<file path="src/rtl/enc_pkg.sv">
// Step-code constants and helpers shared by the quadrature decoder and the position tracker.
// Latency: n/a (constants and a pure function only).
// Backpressure: n/a.
package enc_pkg;

  typedef logic [1:0] dir_t;

  localparam dir_t DIR_IDLE    = 2'b00;
  localparam dir_t DIR_POS     = 2'b01;
  localparam dir_t DIR_NEG     = 2'b10;
  localparam dir_t DIR_ILLEGAL = 2'b11;

  // Map a step code to a 2-bit two's-complement increment (+1, -1 or 0).
  // The illegal code contributes no motion.
  function automatic logic [1:0] dir_to_step(input dir_t d);
    logic [1:0] s;
    case (d)
      DIR_POS: s = 2'b01;
      DIR_NEG: s = 2'b11;
      default: s = 2'b00;
    endcase
    return s;
  endfunction

endpackage

</file>
<file path="src/rtl/enc_window_timer.sv">
// Free-running window counter 0..WINDOW_CYCLES-1; tick marks the last cycle of each window.
// Latency: tick is combinational from the counter; the first tick falls WINDOW_CYCLES-1 cycles after reset release.
// Backpressure: none; the counter always advances.
module enc_window_timer #(
  parameter int WINDOW_CYCLES = 1000
) (
  input  logic clk,
  input  logic rst,
  output logic tick
);

  localparam int CNT_W = (WINDOW_CYCLES > 1) ? $clog2(WINDOW_CYCLES) : 1;

  logic [CNT_W-1:0] cnt_q, cnt_d;

  // Next count: advance, wrapping to zero after the terminal count.
  always_comb begin
    tick  = (cnt_q == CNT_W'(WINDOW_CYCLES - 1));
    cnt_d = tick ? '0 : cnt_q + CNT_W'(1);
  end

  // Counter register; reset puts the window back at its first cycle.
  always_ff @(posedge clk or posedge rst) begin
    if (rst) cnt_q <= '0;
    else     cnt_q <= cnt_d;
  end

endmodule

</file>
<file path="src/rtl/encoder_position_tracker.sv">
// Accumulates quadrature steps into a signed position and reports net steps per fixed window as velocity.
// Latency: position, err and overflow one cycle after the sampled step; velocity/vel_valid one cycle after the window's last cycle.
// Backpressure: none; a step is consumed every cycle. Macro ENC_POS_SATURATE_EN selects clamping instead of wrapping position.
module encoder_position_tracker
  import enc_pkg::*;
#(
  parameter int POS_WIDTH     = 16,
  parameter int VEL_WIDTH     = 12,
  parameter int WINDOW_CYCLES = 1000
) (
  input  logic                        clk,
  input  logic                        rst,
  input  logic [1:0]                  dir,
  input  logic                        clear,
  output logic signed [POS_WIDTH-1:0] position,
  output logic signed [VEL_WIDTH-1:0] velocity,
  output logic                        vel_valid,
  output logic                        err,
  output logic                        overflow
);

  localparam logic [VEL_WIDTH-1:0] VEL_MAX = {1'b0, {(VEL_WIDTH-1){1'b1}}};
  localparam logic [VEL_WIDTH-1:0] VEL_MIN = {1'b1, {(VEL_WIDTH-1){1'b0}}};

  logic [POS_WIDTH-1:0] pos_q, pos_d;
  logic [VEL_WIDTH-1:0] sum_q, sum_d;
  logic [VEL_WIDTH-1:0] vel_q, vel_d;
  logic                 vel_valid_q, vel_valid_d;
  logic                 err_q, err_d;
  logic                 ovf_q, ovf_d;

  logic [1:0]           step;
  logic [POS_WIDTH:0]   pos_ext;
  logic                 pos_ovf;
  logic [VEL_WIDTH:0]   sum_ext;
  logic [VEL_WIDTH-1:0] sum_sat;
  logic                 tick;

  enc_window_timer #(
    .WINDOW_CYCLES(WINDOW_CYCLES)
  ) u_window_timer (
    .clk  (clk),
    .rst  (rst),
    .tick (tick)
  );

  // Decode the step and form one-bit-wider sums so signed overflow is visible.
  always_comb begin
    step    = dir_to_step(dir);
    pos_ext = {pos_q[POS_WIDTH-1], pos_q} + {{(POS_WIDTH-1){step[1]}}, step};
    pos_ovf = pos_ext[POS_WIDTH] != pos_ext[POS_WIDTH-1];
    sum_ext = {sum_q[VEL_WIDTH-1], sum_q} + {{(VEL_WIDTH-1){step[1]}}, step};
    if (sum_ext[VEL_WIDTH] != sum_ext[VEL_WIDTH-1])
      sum_sat = sum_ext[VEL_WIDTH] ? VEL_MIN : VEL_MAX;
    else
      sum_sat = sum_ext[VEL_WIDTH-1:0];
  end

  // Position and sticky overflow; clear wins over a same-cycle step.
  always_comb begin
    pos_d = pos_ext[POS_WIDTH-1:0];
    ovf_d = ovf_q;
    if (clear) begin
      pos_d = '0;
      ovf_d = 1'b0;
    end else if (pos_ovf) begin
      ovf_d = 1'b1;
`ifdef ENC_POS_SATURATE_EN
      pos_d = pos_q;
`else
      pos_d = pos_ext[POS_WIDTH-1:0];
`endif
    end
  end

  // Window sum keeps counting through clear; at the terminal count it is published and restarted.
  always_comb begin
    sum_d       = sum_sat;
    vel_d       = vel_q;
    vel_valid_d = 1'b0;
    err_d       = (dir == DIR_ILLEGAL);
    if (tick) begin
      vel_d       = sum_sat;
      vel_valid_d = 1'b1;
      sum_d       = '0;
    end
  end

  // State registers; reset clears every output immediately.
  always_ff @(posedge clk or posedge rst) begin
    if (rst) begin
      pos_q       <= '0;
      sum_q       <= '0;
      vel_q       <= '0;
      vel_valid_q <= 1'b0;
      err_q       <= 1'b0;
      ovf_q       <= 1'b0;
    end else begin
      pos_q       <= pos_d;
      sum_q       <= sum_d;
      vel_q       <= vel_d;
      vel_valid_q <= vel_valid_d;
      err_q       <= err_d;
      ovf_q       <= ovf_d;
    end
  end

  assign position  = pos_q;
  assign velocity  = vel_q;
  assign vel_valid = vel_valid_q;
  assign err       = err_q;
  assign overflow  = ovf_q;

endmodule
</file>
<file path="config.mk">
export PLATFORM = sky130hd
export DESIGN_NAME = encoder_position_tracker
export DESIGN_NICKNAME = d
export VERILOG_FILES = /design/src/rtl/enc_pkg.sv /design/src/rtl/enc_window_timer.sv /design/src/rtl/encoder_position_tracker.sv
export SDC_FILE = /design/constraint.sdc
export NUM_CORES = 1
export LEC_CHECK = 0
export BUFFER_PORTS_ARGS = -buffer_cell sky130_fd_sc_hd__buf_2
export CAP_MARGIN = 40
export CORE_MARGIN = 2
export CORE_UTILIZATION = 65
export DETAILED_ROUTE_END_ITERATION = 16
export PLACE_DENSITY = 0.87
export SYNTH_ARGS = -nofsm -noshare
export SYNTH_HDL_FRONTEND = slang
export SYNTH_SLANG_ARGS = --single-unit
</file>
<file path="constraint.sdc">
create_clock -name clk -period 4.5 [get_ports clk]
set_clock_uncertainty 0.15 [all_clocks]
set_input_delay 0.675 -clock clk [delete_from_list [all_inputs] [get_ports clk]]
set_output_delay 0.675 -clock clk [all_outputs]
set_load 0.02 [all_outputs]
</file>
==> metrics.txt, run 1 <==
P&R area growth vs syn 6.671%; dpl hpwl 6029 µm; DRT antenna net count 0; clock buffer depth 2; min Tclk post-route 3.474 ns; CTS tree done; n_diodes 0; Yosys top cell area share 32.59%; DP Area 0.004229 mm²; Storage cell area 0.001326 mm²; Synth area leaders dfrtp_1 (33%), nor2_1 (5.3%), a31oi_4 (4.7%); EDFF count, synth 0; final hold vios 0; initial antenna violation count 0; DRC 0; Slowest-stage cell, CP ha_2; row count 28; DR iter-0 viols 198; # port buffers 35; WP data required 4.59 ns; via count 3346; area of the multi-input gates 0.002492 mm²; worst-skew pair later-pin latency 0.32 ns; top-count cell post-synth nor2_1; all-layer global routing usage 26.05%; crit path max fanout 34; PwrDens 457.4 mW/mm²; worst setup path end velocity[6]; Congestion Overflow GR 0; fin. max-slew vios 0; cell count of the worst reg-to-reg path 9; clk slew on worst S/H paths 0.11 ns; vias in the first global route 3091; MaxCap Viol Count 0; post-CTS sizing 0; CP max stage delay 0.52 ns; most frequent cells after synthesis nor2_1 (57), dfrtp_1 (53), a21oi_1 (25), nand2_1 (22), xnor2_1 (19); FF-to-FF setup slack 1.64 ns; Num Clock Sinks 53; endpoints failing setup 0; CP Capture Type flop; worst-margin pin slew 0.5129 ns; Max H-tree Level 2; postcts setup bufs 0; GP Congestion 0.9427; Worst EP arrival 3.56 ns; Reg-to-Reg End position[14]; register area share after synthesis 32.59%; initial core utilization 67.94%; Layout Nets 474; Main synth FF type dfrtp_1; Routed WL per cell 16.32 µm; WHS 0.1770 ns; startpoint types input port; cell area after layout 0.004342 mm²; Netlist Area Pre-Place 0.004070 mm²; Root Buffer clkbuf_8; die area 0.006911 mm²; CP Cell Sequence buf_2, inv_1, ha_2, buf_4, or3b_1, o21ai_2, a311o_1, a21oi_2, o31ai_4, buf_12, a41oi_2, a21oi_1; setup TNS 0 ns; core area 0.005991 mm²; crit share post-route 77.20%; RSZ-0062 raised after global routing no; Netlist cell types 77; via/cell ratio 6.278; Crit. Startpoint dir[0]; kind of critical path in -> reg; Yosys top cell by area dfrtp_1; Syn Nets 460; global-route wire length before repair 14860 µm; Die Span X 83.13 µm; reg-to-reg critical path startpoint position[1]; hold_buf cts 0; share of layout cells above drive strength 1 19.21%; leakage dissipation 0.001762 µW; mean area per synthesized cell 9.188 µm²; Pre-antenna DRT Iters 5; async set-or-reset flop fraction in the synthesized netlist 100.0%; largest net degree at the start of global routing 43; Hold Path Class in -> async; number of synthesized register bits 53; Max VDD drop 0.2924 mV; Die Y 83.13 µm; FILL cells 437; Gate Count Post-Synth 443; f_max 287.8 MHz; status finished clean; drt total wl 8696 µm; Synth Warn # 0; io pins 36; Num CTS Buffers 5; Rel. slew slack 65.38%
[area by class of cell]
| type | count | share of cell area [%] |
|---|---|---|
| multi-input combinational | 339 | 57.41 |
| sequential | 53 | 30.55 |
| timing repair buffer | 43 | 5.994 |
| tap | 75 | 2.161 |
| clock buffer | 5 | 1.585 |
| inverter | 15 | 1.297 |
| clock inverter | 3 | 1.009 |
[report_power, final]
part	leakage, µW	internal [µW]	switching [µW]
registers	0.000623	559	167
clock network	0.0000585	167	168
logic	0.00108	418	508
total	0.00176	1140	842
[flip-flops by register name, indices dropped and copies added, names as in the netlist]
name	cells
position	16
sum_q	12
velocity	12
u_window_timer.cnt_q	10
err	1
overflow	1
vel_valid	1
[through the flow]
stage	total power (µW)	cells	utilization, %	setup slack [ns]
after CTS	1989	533	72.47	1.026
after floorplan	1482	443	-	0.3796
after global routing	2119	533	72.47	0.7679
after global placement	1599	524	70.26	0.8022
final	1986	533	72.47	1.026
after detailed placement	1637	525	70.59	0.7102
[cells by family after synthesis]
group / synth area share [%]
adders and majority gates: 3.689
buffers and inverters: 6.394
DFF: 32.59
muxes: 1.322
xor gates and xnor gates: 7.531
AOI/OAI and AO/OA: 28.07
and+or+nand+nor: 20.41
[worst max-delay path: cells and delay by family]
family	cells	cell delay, ns
AOI/OAI and AO/OA	6	1.12
buffers and inverters	4	0.81
adders and majority gates	1	0.52
and+or+nand+nor	1	0.43
[metal layers]
| layer | wire length, µm | part of all wire, % | track usage, % | vias to the layer above |
|---|---|---|---|---|
| li1 | - | - | - | 1625 |
| met4 | 183 | 2.1 | 8.197 | 0 |
| met2 | 4402 | 51 | 45.31 | 98 |
| met5 | 0 | 0 | 0 | - |
| met1 | 3788 | 44 | 33.53 | 1606 |
| met3 | 322 | 3.7 | 3.678 | 17 |
[placed cells by master, fill, tap and decap left out, drive strengths merged, types with 4 or more instances in the layout]
cell type  Yosys  layout
a31oi         10      10
o2111ai        4       4
nor3          13      13
nand2b         9       9
o21ai         19      19
or3            4       4
nand2         22      22
xor2          16      16
dfrtp         53      53
clkbuf        16       5
o31ai          8       8
o31a           5       5
inv           15      16
buf           20      43
a21oi         33      33
a21boi         7       7
o21a           7       7
a211oi         5       5
o211ai         5       5
nor2b         11      11
ha            12      12
xnor2         19      19
and3           4       4
nand3          9       9
nor2          57      57
[worst min path at each step]
stage / slack (ns) / startpoint / depth (start not counted) / to
finish: 0.18 / rst / 2 / position[12]
global route: 0.19 / rst / 2 / position[13]
CTS: 0.18 / rst / 2 / position[13]
detailed placement: 0.30 / u_window_timer.cnt_q[0] / 1 / u_window_timer.cnt_q[0]
global placement: 0.30 / u_window_timer.cnt_q[0] / 1 / u_window_timer.cnt_q[0]
floorplan: 0.28 / u_window_timer.cnt_q[0] / 1 / u_window_timer.cnt_q[0]
Power figures use the tool's default switching activity.
==> inputs of run 2 (changes only) <==
- CORE_UTILIZATION: 65 -> 61
- PLACE_DENSITY: 0.87 -> 0.82
- clock period: 4.5 -> 3.4 ns (I/O delays scaled with it)
==> run 2 against run 1 <==
- first-iteration DRC count fell by 14%
- combinational power up 33%
- non-clock buffer count up 4
- power increased by 33%
- sequential cell count stayed put
- die area rose by 6.2%
- routed wire length increased by 0.13%
- setup slack worse by 0.58 ns
- sequential share of layout area decreased by 0.54 points
- core utilization fell by 3.3 points
- sequential power increased by 33%
==> metrics.txt, run 2 (synthesized netlist as in run 1, its figures left out) <==
io pins 36 (unchanged); FILL cells 499 (+14%); endpoints failing setup 0 (unchanged); initial core utilization 63.73% (-4.2 points); crit share post-route 86.92%; Rel. slew slack 47.02% (-18 points); dpl hpwl 6303 µm (+4.5%); commonest non-fill, non-tap cell in the layout nor2_1; via/cell ratio 6.223 (-0.88%); CTS tree done; placed cells 531 (+1.1%); global-route wire length before repair 15370 µm (+3.5%); CP Cell Sequence buf_2, inv_12, ha_1, inv_1, ha_1, ha_2, and3b_1, o21ai_2, nor4_4, o31ai_2, a21boi_1, a311oi_1, mux2_1; Max VDD drop 0.4200 mV (+44%); DR iter-0 viols 171 (-14%); f_max 338.4 MHz; Storage cell area 0.001326 mm² (unchanged); RSZ-0062 raised after global routing no; status finished clean; Die Y 85.69 µm (+3.1%); Root Buffer clkbuf_8; vias in the first global route 3300 (+6.8%); die area 0.007342 mm² (+6.2%); drt total wl 8707 µm (+0.13%); fin cells 539 (+1.1%); Largest register FFs 16 (unchanged); worst-margin pin slew 0.7881 ns (+0.2753 ns); Routed WL per cell 16.15 µm (-0.99%); fin util 69.22% (-3.3 points); WP data required 3.46 ns (-1.13 ns); CP Capture Type flop; Hold Path Class in -> async; DRC 0 (unchanged); most frequent cells in the layout nor2_1 (57), dfrtp_1 (53), buf_2 (35); initial antenna violation count 0 (unchanged); largest net degree at the start of global routing 33 (-23%); clock buffer depth 2 (unchanged); WHS 0.1310 ns (-0.04603 ns); final hold vios 0 (unchanged); all-layer global routing usage 25.32% (-0.73 points); MaxCap Viol Count 0 (unchanged); row count 29 (+3.6%); P&R area growth vs syn 8.607%; Max H-tree Level 2 (unchanged); crit path max fanout 4 (-88%); n_diodes 0 (unchanged); GP Congestion 0.8723 (-7.5%); kind of critical path in -> reg; leakage dissipation 0.001775 µW (+0.75%); area of the multi-input gates 0.002534 mm² (+1.7%); CP max stage delay 0.35 ns (-0.17 ns); clk slew on worst S/H paths 0.11 ns (about the same); Num Clock Sinks 53 (unchanged); share of layout cells above drive strength 1 21.43% (+2.2 points); PwrDens 597.4 mW/mm² (+31%); core area 0.006386 mm² (+6.6%); postcts setup bufs 0 (unchanged); # port buffers 35 (unchanged); Die Span X 85.69 µm (+3.1%); Pre-antenna DRT Iters 4 (-1); via count 3354 (+0.24%); Layout Nets 478 (+0.84%); crit path buf inv count 3 (-1); hold_buf cts 0 (unchanged); Num CTS Buffers 5 (unchanged); min Tclk post-route 2.955 ns; startpoint types input port; Worst EP arrival 3.01 ns (-0.55 ns); DRT antenna net count 0 (unchanged); post-CTS sizing 0 (unchanged); Slowest-stage cell, CP mux2_1; worst-skew pair later-pin latency 0.31 ns (about the same); Congestion Overflow GR 0 (unchanged); fin. max-slew vios 0 (unchanged); CP dominant cell by count ha_1; crit-path leading delay family compound AO/OA/AOI/OAI gates
run 2: cell types whose count changed in the layout (fill, tap and decap cells not counted), sizes merged:
cell	before	now
buf	43	47
clkinvlp	0	1
clkinv	1	0
run 2: stage by stage:
step	worst slack [ns]	setup TNS (ns)	total power, µW	instance area [µm²]
6_report	0.4449	0	2641	4420
5_1_grt	0.2978	0	2806	4420
4_1_cts	0.4329	0	2649	4420
3_5_place_dp	0.09333	0	2186	4303
3_3_place_gp	0.1738	0	2141	4303
2_1_floorplan	-0.1016	-0.1016	1983	4149
run 2: metal layers:
layer	global-route usage [%]	share of wire, %	wire length, µm
met1	30.83	42	3639
met2	46.95	53	4574
met3	3.465	4.7	405
met4	6.494	1.0	87
met5	0	0	0
run 2: path summary, 6_finish.rpt:
check	slack, ns	cells after the start	start	end
worst max-delay path	0.44	13	dir[0]	position[14]
worst min-delay path	0.13	2	rst	overflow
worst max register to register	0.72	9	position[1]	position[14]
worst min register to register	0.33	1	u_window_timer.cnt_q[0]	u_window_timer.cnt_q[0]
max in group asynchronous	2.19	3	rst	velocity[10]
min in group clk	0.33	1	u_window_timer.cnt_q[0]	u_window_timer.cnt_q[0]
run 2: power breakdown:
part	total [µW]	switching, µW	internal [µW]	leakage (µW)
combinational	1230	665	566	0.00110
clock	446	221	225	0.0000563
sequential	964	224	740	0.000623
run 2: final cells by class:
type | instances | share of cell area (%)
Sequential cell | 53 | 30.00
Tap cell | 77 | 2.179
Timing Repair Buffer | 47 | 6.284
Inverter | 15 | 1.557
Clock buffer | 5 | 1.557
Multi-Input combinational cell | 339 | 57.32
Clock inverter | 3 | 1.104
==> inputs of run 3 (changes only) <==
- ABC_AREA: unset -> 1
- CORE_UTILIZATION: 61 -> 60
==> run 3 against run 2 <==
- sequential cell count is the same
- critical path depth is 3 higher
- clock-buffer cell count is the same
- setup slack gained 0.17 ns
==> metrics.txt, run 3 <==
final hold vios 0 (unchanged); P&R area growth vs syn 9.407%; Sw Share 44.48% (+2.4 points); GP Congestion 0.9331 (+7.0%); Pre-antenna DRT Iters 5 (+1); hold_buf cts 0 (unchanged); Largest register FFs 16 (unchanged); via count 3263 (-2.7%); status finished clean; Int Power 1250 µW (-18%); Crit. Startpoint dir[0]; Gate Count Post-Synth 529 (+19%); sequential power share 36.7% (+0.2 points); Max H-tree Level 2 (unchanged); Synth area leaders dfrtp_1 (37%), nand2_1 (19%), inv_1 (7.6%); worst-skew pair later-pin latency 0.32 ns (about the same); kind of critical path in -> reg; share of layout cells above drive strength 1 12.26% (-9.2 points); Netlist Area Pre-Place 0.003565 mm² (-12%); crit share post-route 81.86% (-5.1 points); min Tclk post-route 2.783 ns (-0.1717 ns); Netlist cell types 32 (-58%); Hold Path Class in -> async; Clock power frac 16.9% (about the same); RSZ-0062 raised after global routing no; PwrDens 577.1 mW/mm² (-3.4%); EDFF count, synth 0 (unchanged); post-CTS sizing 0 (unchanged); Root Buffer clkbuf_8; DRT antenna net count 0 (unchanged); MaxCap Viol Count 0 (unchanged); clk slew on worst S/H paths 0.11 ns (about the same); Routed WL per cell 12.18 µm (-25%); CP dominant cell by count nand2_1; Max VDD drop 0.4284 mV (+2.0%); CP max stage delay 0.65 ns (+0.30 ns); row count 28 (-3.4%); Yosys top cell by area dfrtp_1; setup TNS 0 ns (unchanged); WP data required 3.46 ns (about the same); number of synthesized register bits 53 (unchanged); leakage dissipation 0.002172 µW (+22%); switching power 1001 µW (-9.8%); Rel. slew slack 49.29% (+2.3 points); Main synth FF type dfrtp_1; Num CTS Buffers 5 (unchanged); Congestion Overflow GR 0 (unchanged); Num Clock Sinks 53 (unchanged); most frequent cells in the layout nand2_1 (184), inv_1 (71), dfrtp_1 (53); Yosys top cell area share 37.21% (+4.6 points); vias in the first global route 2999 (-9.1%); DR iter-0 viols 206 (+20%); via/cell ratio 5.114 (-18%); global-route wire length before repair 12800 µm (-17%); initial core utilization 61.30% (-2.4 points); Syn Nets 546 (+19%); top-count cell post-synth nand2_1; initial antenna violation count 0 (unchanged); endpoints failing setup 0 (unchanged); core area 0.005816 mm² (-8.9%); most frequent cells after synthesis nand2_1 (184), inv_1 (72), dfrtp_1 (53), nor2_1 (48), a21oi_1 (35); worst-margin pin slew 0.7606 ns (-0.02749 ns); register area share after synthesis 37.21% (+4.6 points); clock buffer depth 2 (unchanged); postcts setup bufs 0 (unchanged); fin. max-slew vios 0 (unchanged); CP Capture Type flop; all-layer global routing usage 25.04% (-0.28 points); reg-to-reg critical path startpoint sum_q[1]; Synth Warn # 0 (unchanged); CTS tree done; startpoint types input port; die area 0.006574 mm² (-10%); total power draw 2251 µW (-15%); DP Area 0.003806 mm² (-12%); io pins 36 (unchanged); mean area per synthesized cell 6.739 µm² (-27%); cell area after layout 0.003900 mm² (-12%); async set-or-reset flop fraction in the synthesized netlist 100.0% (unchanged); crit path max fanout 22 (+18); Worst EP arrival 2.85 ns (-0.16 ns); FILL cells 546 (+9.4%); f_max 359.3 MHz (+6.2%); DRC 0 (unchanged); largest net degree at the start of global routing 29 (-12%); Gate power share 46.4% (-0.2 points); CP Cell Sequence buf_2, inv_1, ha_1, inv_1, a21oi_1, nand2_1, nand2_1, nand2_1, nand3_1, nand2_1, nand2_1, nand2_1, nand2_1, nand2_1, nand2_1, nand2_1; dpl hpwl 5775 µm (-8.4%); drt total wl 7773 µm (-11%); # port buffers 35 (unchanged); Layout Nets 579 (+21%); n_diodes 0 (unchanged); Slowest-stage cell, CP ha_1; Die Y 81.08 µm (-5.4%); commonest non-fill, non-tap cell in the layout nand2_1; Die Span X 81.08 µm (-5.4%)
-- run 3: per-layer routing --
| layer | global-route usage, % | up-vias | share of wire, % |
|---|---|---|---|
| met5 | 0 | - | 0 |
| met3 | 4.333 | 12 | 3.4 |
| met2 | 42.73 | 62 | 48 |
| met1 | 31.60 | 1482 | 47 |
| met4 | 9.831 | 0 | 1.4 |
| li1 | - | 1707 | - |
-- run 3: stage by stage --
step | utilization, % | hold WS (ns) | instances | setup slack (ns)
floorplan | - | 0.3134 | 529 | 0.6204
global route | 67.06 | 0.1413 | 638 | 0.2938
CTS | 67.06 | 0.1074 | 638 | 0.6118
detailed placement | 65.45 | 0.3098 | 630 | 0.2603
global placement | 65.10 | 0.3085 | 629 | 0.3146
finish | 67.06 | 0.09967 | 638 | 0.6166
-- run 3: worst paths after layout --
kind,end,slack [ns],depth (start not counted)
setup / recovery,velocity[1],0.62,16
hold / removal,vel_valid,0.1,2
setup reg to reg,velocity[1],1.09,17
hold reg to reg,velocity[2],0.33,2
max in group asynchronous,u_window_timer.cnt_q[4],2.45,3
min in group clk,err,0.31,2
-- run 3: power by group through the flow --
stage / logic (µW) / clock network (µW) / registers [µW]
floorplan: 813 / 0 / 848
global placement: 1000 / 0 / 836
detailed placement: 1030 / 0 / 837
CTS: 1040 / 386 / 824
global route: 1200 / 408 / 840
finish: 1040 / 380 / 826
-- run 3: cells by family (layout without fill, tap and decap cells) --
group | count (synthesis) | in the layout | synth area share [%]
flip-flops | 53 | 53 | 37.21
AO/OA/AOI/OAI | 77 | 77 | 11.55
XOR/XNOR | 16 | 16 | 4.142
AND/OR/NAND/NOR | 281 | 281 | 32.47
buffers and inverters | 90 | 124 | 10.42
adder cells (fa/ha/maj) | 12 | 12 | 4.212
-- run 3: final cells by class --
cell class                      count  area (µm²)  share of cell area, %
Clock buffer                        5       68.82                  1.765
Clock inverter                      3       25.02                 0.6416
Inverter                           76       285.3                  7.315
Multi-Input combinational cell    386        1876                  48.09
Sequential cell                    53        1326                  34.01
Tap cell                           75       93.84                  2.406
Timing Repair Buffer               40       225.2                  5.775
-- run 3: critical path, delay by kind of cell --
kind	cells	cell delay [ns]
simple gates	11	1.06
compound gates	1	0.26
fa+ha+maj	1	0.65
buf+inv	3	0.37
